File: src/rtl/alu_share_arbiter_if.sv
// Requester and response bundle for the shared-ALU arbiter.
// master = issue/consumer side, slave = arbiter side.
interface alu_share_arbiter_if #(
  parameter int NUM_REQ = 4,
  parameter int WIDTH   = 32
);
  localparam int ID_W = $clog2(NUM_REQ);

  logic [NUM_REQ-1:0]       req_valid;
  logic [NUM_REQ-1:0]       req_ready;
  logic [2*NUM_REQ-1:0]     req_op;
  logic [WIDTH*NUM_REQ-1:0] req_a;
  logic [WIDTH*NUM_REQ-1:0] req_b;

  logic                     rsp_valid;
  logic                     rsp_ready;
  logic [ID_W-1:0]          rsp_id;
  logic [WIDTH-1:0]         rsp_result;
  logic                     rsp_zero;
  logic                     rsp_sign;
  logic                     rsp_overflow;

  modport master (
    output req_valid, req_op, req_a, req_b, rsp_ready,
    input  req_ready, rsp_valid, rsp_id, rsp_result,
    input  rsp_zero, rsp_sign, rsp_overflow
  );

  modport slave (
    input  req_valid, req_op, req_a, req_b, rsp_ready,
    output req_ready, rsp_valid, rsp_id, rsp_result,
    output rsp_zero, rsp_sign, rsp_overflow
  );
endinterface

File: src/rtl/alu_share_arbiter.sv
// Round-robin time-sharing of one combinational ALU among NUM_REQ
// requesters, with a one-entry response register and backpressure.
module alu_share_arbiter #(
  parameter int NUM_REQ = 4,
  parameter int WIDTH   = 32
) (
  input  logic               clk,
  input  logic               rst_n,
  alu_share_arbiter_if.slave bus,
  output logic [1:0]         alu_op,
  output logic [WIDTH-1:0]   alu_a,
  output logic [WIDTH-1:0]   alu_b,
  input  logic [WIDTH-1:0]   alu_result,
  input  logic               alu_zero,
  input  logic               alu_sign,
  input  logic               alu_overflow,
  output logic [15:0]        op_count
);
  localparam int ID_W = $clog2(NUM_REQ);

  logic [ID_W-1:0]  r_ptr;
  logic             r_rsp_valid;
  logic [ID_W-1:0]  r_rsp_id;
  logic [WIDTH-1:0] r_rsp_result;
  logic             r_rsp_zero;
  logic             r_rsp_sign;
  logic             r_rsp_ovf;
  logic [15:0]      r_op_count;

  logic             w_gnt_vld;
  logic [ID_W-1:0]  w_gnt_id;
  logic             w_can_acc;
  logic             w_xfer;
  logic [ID_W-1:0]  w_ptr_nxt;

  function automatic logic [ID_W-1:0] wrap_idx(
    input logic [ID_W-1:0] base,
    input int              k
  );
    int s;
    s = int'(base) + k;
    if (s >= NUM_REQ) s = s - NUM_REQ;
    return ID_W'(s);
  endfunction

  // Scan from the farthest slot down so the nearest-to-ptr hit wins.
  always_comb begin
    w_gnt_vld = 1'b0;
    w_gnt_id  = '0;
    for (int k = NUM_REQ - 1; k >= 0; k--) begin
      if (bus.req_valid[wrap_idx(r_ptr, k)]) begin
        w_gnt_vld = 1'b1;
        w_gnt_id  = wrap_idx(r_ptr, k);
      end
    end
  end

  assign w_can_acc = !r_rsp_valid || bus.rsp_ready;
  assign w_xfer    = rst_n && w_gnt_vld && w_can_acc;
  assign w_ptr_nxt = wrap_idx(w_gnt_id, 1);

  always_comb begin
    bus.req_ready = '0;
    if (w_xfer) bus.req_ready[w_gnt_id] = 1'b1;
  end

  always_comb begin
    alu_op = '0;
    alu_a  = '0;
    alu_b  = '0;
    if (w_gnt_vld) begin
      alu_op = bus.req_op[2*int'(w_gnt_id) +: 2];
      alu_a  = bus.req_a[WIDTH*int'(w_gnt_id) +: WIDTH];
      alu_b  = bus.req_b[WIDTH*int'(w_gnt_id) +: WIDTH];
    end
  end

  always_ff @(posedge clk) begin
    if (!rst_n) begin
      r_ptr        <= '0;
      r_rsp_valid  <= 1'b0;
      r_rsp_id     <= '0;
      r_rsp_result <= '0;
      r_rsp_zero   <= 1'b0;
      r_rsp_sign   <= 1'b0;
      r_rsp_ovf    <= 1'b0;
      r_op_count   <= '0;
    end else if (w_xfer) begin
      r_ptr        <= w_ptr_nxt;
      r_rsp_valid  <= 1'b1;
      r_rsp_id     <= w_gnt_id;
      r_rsp_result <= alu_result;
      r_rsp_zero   <= alu_zero;
      r_rsp_sign   <= alu_sign;
      r_rsp_ovf    <= alu_overflow;
      if (r_op_count != 16'hFFFF) r_op_count <= r_op_count + 16'd1;
    end else if (bus.rsp_ready) begin
      r_rsp_valid  <= 1'b0;
    end
  end

  assign bus.rsp_valid    = r_rsp_valid;
  assign bus.rsp_id       = r_rsp_id;
  assign bus.rsp_result   = r_rsp_result;
  assign bus.rsp_zero     = r_rsp_zero;
  assign bus.rsp_sign     = r_rsp_sign;
  assign bus.rsp_overflow = r_rsp_ovf;
  assign op_count         = r_op_count;
endmodule
File: src/flat_wrapper.sv
// flat-port wrapper written by rule: the top's interface ports become plain ports
module alu_share_arbiter_flat 
#(
  parameter int NUM_REQ = 4,
  parameter int WIDTH   = 32
)
  (clk, rst_n, alu_op, alu_a, alu_b, alu_result, alu_zero, alu_sign, alu_overflow, op_count, bus_req_valid, bus_req_op, bus_req_a, bus_req_b, bus_rsp_ready, bus_req_ready, bus_rsp_valid, bus_rsp_id, bus_rsp_result, bus_rsp_zero, bus_rsp_sign, bus_rsp_overflow);
  alu_share_arbiter_if #(.NUM_REQ(NUM_REQ), .WIDTH(WIDTH)) bus_i ();
  input  logic clk;
  input  logic rst_n;
  output logic [1:0] alu_op;
  output logic [WIDTH-1:0] alu_a;
  output logic [WIDTH-1:0] alu_b;
  input  logic [WIDTH-1:0] alu_result;
  input  logic alu_zero;
  input  logic alu_sign;
  input  logic alu_overflow;
  output logic [15:0] op_count;
  input wire logic [$bits(bus_i.req_valid)-1:0] bus_req_valid;
  input wire logic [$bits(bus_i.req_op)-1:0] bus_req_op;
  input wire logic [$bits(bus_i.req_a)-1:0] bus_req_a;
  input wire logic [$bits(bus_i.req_b)-1:0] bus_req_b;
  input wire logic [$bits(bus_i.rsp_ready)-1:0] bus_rsp_ready;
  output wire logic [$bits(bus_i.req_ready)-1:0] bus_req_ready;
  output wire logic [$bits(bus_i.rsp_valid)-1:0] bus_rsp_valid;
  output wire logic [$bits(bus_i.rsp_id)-1:0] bus_rsp_id;
  output wire logic [$bits(bus_i.rsp_result)-1:0] bus_rsp_result;
  output wire logic [$bits(bus_i.rsp_zero)-1:0] bus_rsp_zero;
  output wire logic [$bits(bus_i.rsp_sign)-1:0] bus_rsp_sign;
  output wire logic [$bits(bus_i.rsp_overflow)-1:0] bus_rsp_overflow;
  assign bus_i.req_valid = bus_req_valid;
  assign bus_i.req_op = bus_req_op;
  assign bus_i.req_a = bus_req_a;
  assign bus_i.req_b = bus_req_b;
  assign bus_i.rsp_ready = bus_rsp_ready;
  assign bus_req_ready = bus_i.req_ready;
  assign bus_rsp_valid = bus_i.rsp_valid;
  assign bus_rsp_id = bus_i.rsp_id;
  assign bus_rsp_result = bus_i.rsp_result;
  assign bus_rsp_zero = bus_i.rsp_zero;
  assign bus_rsp_sign = bus_i.rsp_sign;
  assign bus_rsp_overflow = bus_i.rsp_overflow;
  alu_share_arbiter #(.NUM_REQ(NUM_REQ), .WIDTH(WIDTH)) u_core (.clk(clk), .rst_n(rst_n), .bus(bus_i), .alu_op(alu_op), .alu_a(alu_a), .alu_b(alu_b), .alu_result(alu_result), .alu_zero(alu_zero), .alu_sign(alu_sign), .alu_overflow(alu_overflow), .op_count(op_count));
endmodule
File: config.mk
export PLATFORM = sky130hd
export DESIGN_NAME = alu_share_arbiter_flat
export DESIGN_NICKNAME = d
export VERILOG_FILES = /design/src/rtl/alu_share_arbiter_if.sv /design/src/rtl/alu_share_arbiter.sv /design/src/flat_wrapper.sv
export SDC_FILE = /design/constraint.sdc
export NUM_CORES = 1
export LEC_CHECK = 0
export ABC_AREA = 1
export ABC_CLOCK_PERIOD_IN_PS = 5850
export CORE_AREA = 2 2 166 168
export DETAILED_ROUTE_END_ITERATION = 12
export DIE_AREA = 0 0 168 170
export GPL_TIMING_DRIVEN = 0
export PLACE_DENSITY = 0.52
export SLEW_MARGIN = 40
export SYNTH_ARGS = -nofsm -noshare
export SYNTH_HDL_FRONTEND = slang
export SYNTH_SLANG_ARGS = --single-unit
File: constraint.sdc
create_clock -name clk -period 5.85 [get_ports clk]
set_clock_uncertainty 0.05 [all_clocks]
set_input_delay 1.17 -clock clk [delete_from_list [all_inputs] [get_ports clk]]
set_output_delay 1.17 -clock clk [all_outputs]
set_load 0.01 [all_outputs]
==> results.py, run 1 <==
metrics = {
    "status": {
        "status": "finished, final reports clean",
    },
    "clock_network": {
        "h-tree-depth": 2,
        "cts_tree": "yes",
        "insertion_delay_ps": 300,
        "cts_hold_buf": 0,
        "clk_path_buf_depth": 2,
        "post_cts_buffers": 0,
        "path_clk_slew_ps": 80,
        "post_cts_resized": 0,
        "numClockSinks": 56,
        "cts-root-buf": "clkbuf_16",
        "cts_buffers": 5,
    },
    "die": {
        "rows": 60,
        "die_y_microns": 170,
        "die_w_microns": 168,
        "start_util": 0.222,
        "io_pins": 430,
        "fp.coreArea_sq_um": 26700,
        "design.die.area_sq_um": 28600,
    },
    "place": {
        "place.gp.congestion": 0.931,
        "post-place-ws_ps": 551,
        "io_buffer_count": 429,
        "hpwl_microns": 26900,
    },
    "logic_synthesis": {
        "ys_ff_latch": 56,
        "ys_seq_area_frac": 0.189,
        "synth_nets": 1405,
        "synthTopCellsByArea": "nand3_1, dfxtp_1, nand2_1",
        "synth_edf_count": 0,
        "netlist_top_cells_count": "nand2_1, nand3_1, inv_1",
        "synth_cells": 1094,
        "ys.flop_type": "dfxtp_1",
        "ys_types": 30,
        "netlist_area_sq_um": 5920,
        "synth_top_area_share": 0.209,
        "yosys_warnings": 0,
        "yosys.area.top_type": "nand3_1",
        "syn_area_per_cell_sq_um": 5.41,
        "synth_most_common_cell": "nand2_1",
        "postSynth.asyncResetShare": 0,
    },
    "worst_hold_path": {
        "min-delay-start": "u_core.bus.rsp_result[12]",
        "hp-class": "flop to flop",
        "hold-path-cell-count": 2,
        "min_to": "u_core.bus.rsp_result[12]",
    },
    "sta": {
        "slew-limit-headroom": 0.574,
        "fin_setup_tns_ps": 0,
        "tightestPinTransition_ps": 639,
        "timing.final.hold_violations": 0,
        "max_freq_mhz": 190,
        "finalSetupViolCount": 0,
        "fin_crit_sh": 0.902,
        "setup_ws_ps": 575,
        "fin_crit_ps": 5270,
        "drv_slew": 0,
        "rsz0062_at_grt": "false",
    },
    "setup_path": {
        "r2r-end": "u_core.r_ptr[1]",
        "required_ps": 4630,
        "setup.worst_path.end_class": "primary output",
        "start_kind": "input port",
        "rr_startpoint": "u_core.r_ptr[0]",
        "critPathMaxFanout": 10,
        "cp_data_arrival_time_ps": 4050,
        "critPathKind": "input port to primary output",
        "r2r_cells": 15,
        "rrSetupSlack_ps": 3230,
    },
    "power_and_ir_drop": {
        "peakVddDrop_v": 0.000178,
        "total_power_mw": 5.87,
        "p_per_area_nw_per_um2": 543,
        "p_leak_nw": 5.10,
    },
    "flow_run": {
        "drv_cap": 0,
    },
    "finish": {
        "fin_nets": 1841,
        "multiInputGateArea_sq_um": 3530,
        "n_fill_cell": 2949,
        "areaGrowthSynthToFinish_pct": 82.7,
        "layout-drive-gt1-share": 0.0366,
        "seq_area_sq_um": 1120,
    },
    "detailed_routing": {
        "finalWirelength_microns": 33000,
        "dr.pass1.iters": 5,
        "vias_per_cell": 4.54,
        "drt_iter0_drc": 569,
        "wl_per_cell_microns": 17.6,
        "num_vias": 8530,
        "ant_nets": 0,
        "route.detailed.drc": 0,
    },
    "global_route": {
        "grt_pass1_wl_microns": 47800,
        "grt_pass1_vias": 7981,
        "grt_usage": 0.216,
        "grt_max_degree": 19,
        "antenna_found_initial": 11,
        "gr-total-overflow": 0,
    },
}
==> power breakdown <==
part / internal, mW / switching, mW / leakage [nW]
sequential: 0.452 / 0.0435 / 0.462
combinational: 2.21 / 2.84 / 4.56
clock: 0.174 / 0.150 / 0.0751
==> metal layers <==
layer / global-route usage / part of all wire
met1: 0.262 / 0.42
met2: 0.371 / 0.48
met3: 0.0563 / 0.076
met4: 0.0767 / 0.028
met5: 0 / 0.0010
==> flip-flops by register name (all words and copies together), names as in the netlist <==
name and count:
u_core.bus.rsp_result 32, u_core.r_ptr 2, u_core.bus.rsp_overflow 1, u_core.bus.rsp_valid 1, u_core.bus.rsp_id 2, u_core.op_count 16
u_core.bus.rsp_sign 1, u_core.bus.rsp_zero 1
==> cell families (layout without fill, tap and decap cells) <==
kind of cell	after synthesis	in the layout	share of synthesized area
and+or+nand+nor	620	620	0.495
buffers and inverters	311	748	0.215
AOI/OAI and AO/OA	97	97	0.0835
DFF	56	56	0.189
adders and majority gates	5	5	0.0106
xor gates and xnor gates	5	5	0.00740
other	0	8	0
==> worst max path at each step <==
stage / slack [ps] / to / startpoint / depth (start not counted)
after floorplan: 2190 / bus_req_ready[0] / bus_req_valid[0] / 10
after global placement: 610 / alu_a[22] / bus_req_valid[3] / 12
after detailed placement: 550 / alu_b[3] / bus_req_valid[0] / 12
after CTS: 550 / alu_b[3] / bus_req_valid[0] / 12
after global routing: 300 / alu_a[22] / bus_req_valid[0] / 12
final: 580 / alu_a[18] / bus_req_valid[2] / 14
==> critical path, stage by stage <==
cell and delay, ps:
clkdlybuf4s50_1 480, inv_1 60, o21ai_1 170, nand2_1 90, nand2_1 110, inv_1 40, nand2_1 70, nand2_2 160
buf_2 280, clkbuf_1 270, nand3b_1 150, nand3_1 80, a21oi_1 290, clkdlybuf4s50_1 610
==> through the flow <==
| stage | util | instances | hold WS, ps | instance area [sq um] |
|---|---|---|---|---|
| final | 0.406 | 1880 | 414 | 10800 |
| after detailed placement | 0.399 | 1864 | 409 | 10600 |
| after global routing | 0.406 | 1880 | 441 | 10800 |
| after CTS | 0.405 | 1872 | 418 | 10800 |
| after floorplan | - | 1094 | 440 | 5920 |
| after global placement | 0.399 | 1864 | 402 | 10600 |
==> layout by cell type (no fill, tap or decap), types with 2 or more instances in the layout <==
cell,count
nand4_1,4
inv_1,226
clkdlybuf4s50_1,429
clkbuf_16,5
nand2_2,6
a21oi_1,82
buf_6,8
nand2_1,265
dfxtp_1,56
inv_2,3
xnor2_1,3
a31oi_1,2
nor2_1,22
clkbuf_1,34
xor2_1,2
buf_2,27
buf_1,9
diode_2,8
nand3_1,247
nand3b_1,66
ha_1,5
buf_4,2
o21ai_0,9
o21ai_1,2
nor3_1,6
==> cell type report <==
type / count / area share
diodes: 8 / 0.00185
plain buffers: 80 / 0.0371
clock buffers: 6 / 0.0128
clock inverters: 2 / 0.00173
inverters: 231 / 0.0804
multi-input cells: 727 / 0.326
flip-flops and latches: 56 / 0.104
well taps: 341 / 0.0394
repair buffers: 429 / 0.397
Note: power is estimated with default switching activity, not from simulation.
==> run 2: changes to the inputs <==
--- a/config.mk
+++ b/config.mk
@@ -6,7 +6,6 @@
 export NUM_CORES = 1
 export LEC_CHECK = 0
 export ABC_AREA = 1
-export ABC_CLOCK_PERIOD_IN_PS = 5850
 export CORE_AREA = 2 2 166 168
 export DETAILED_ROUTE_END_ITERATION = 12
 export DIE_AREA = 0 0 168 170
==> results of run 2 <==
Same layout as run 1: the final DEF is identical, and so are final timing and power.
==> run 3: changes to the inputs <==
--- a/config.mk
+++ b/config.mk
@@ -6,6 +6,7 @@
 export NUM_CORES = 1
 export LEC_CHECK = 0
 export ABC_AREA = 1
+export CAP_MARGIN = 20
 export CORE_AREA = 2 2 166 168
 export DETAILED_ROUTE_END_ITERATION = 12
 export DIE_AREA = 0 0 168 170
==> results of run 3 <==
Same layout as run 1: the final DEF is identical, and so are final timing and power.
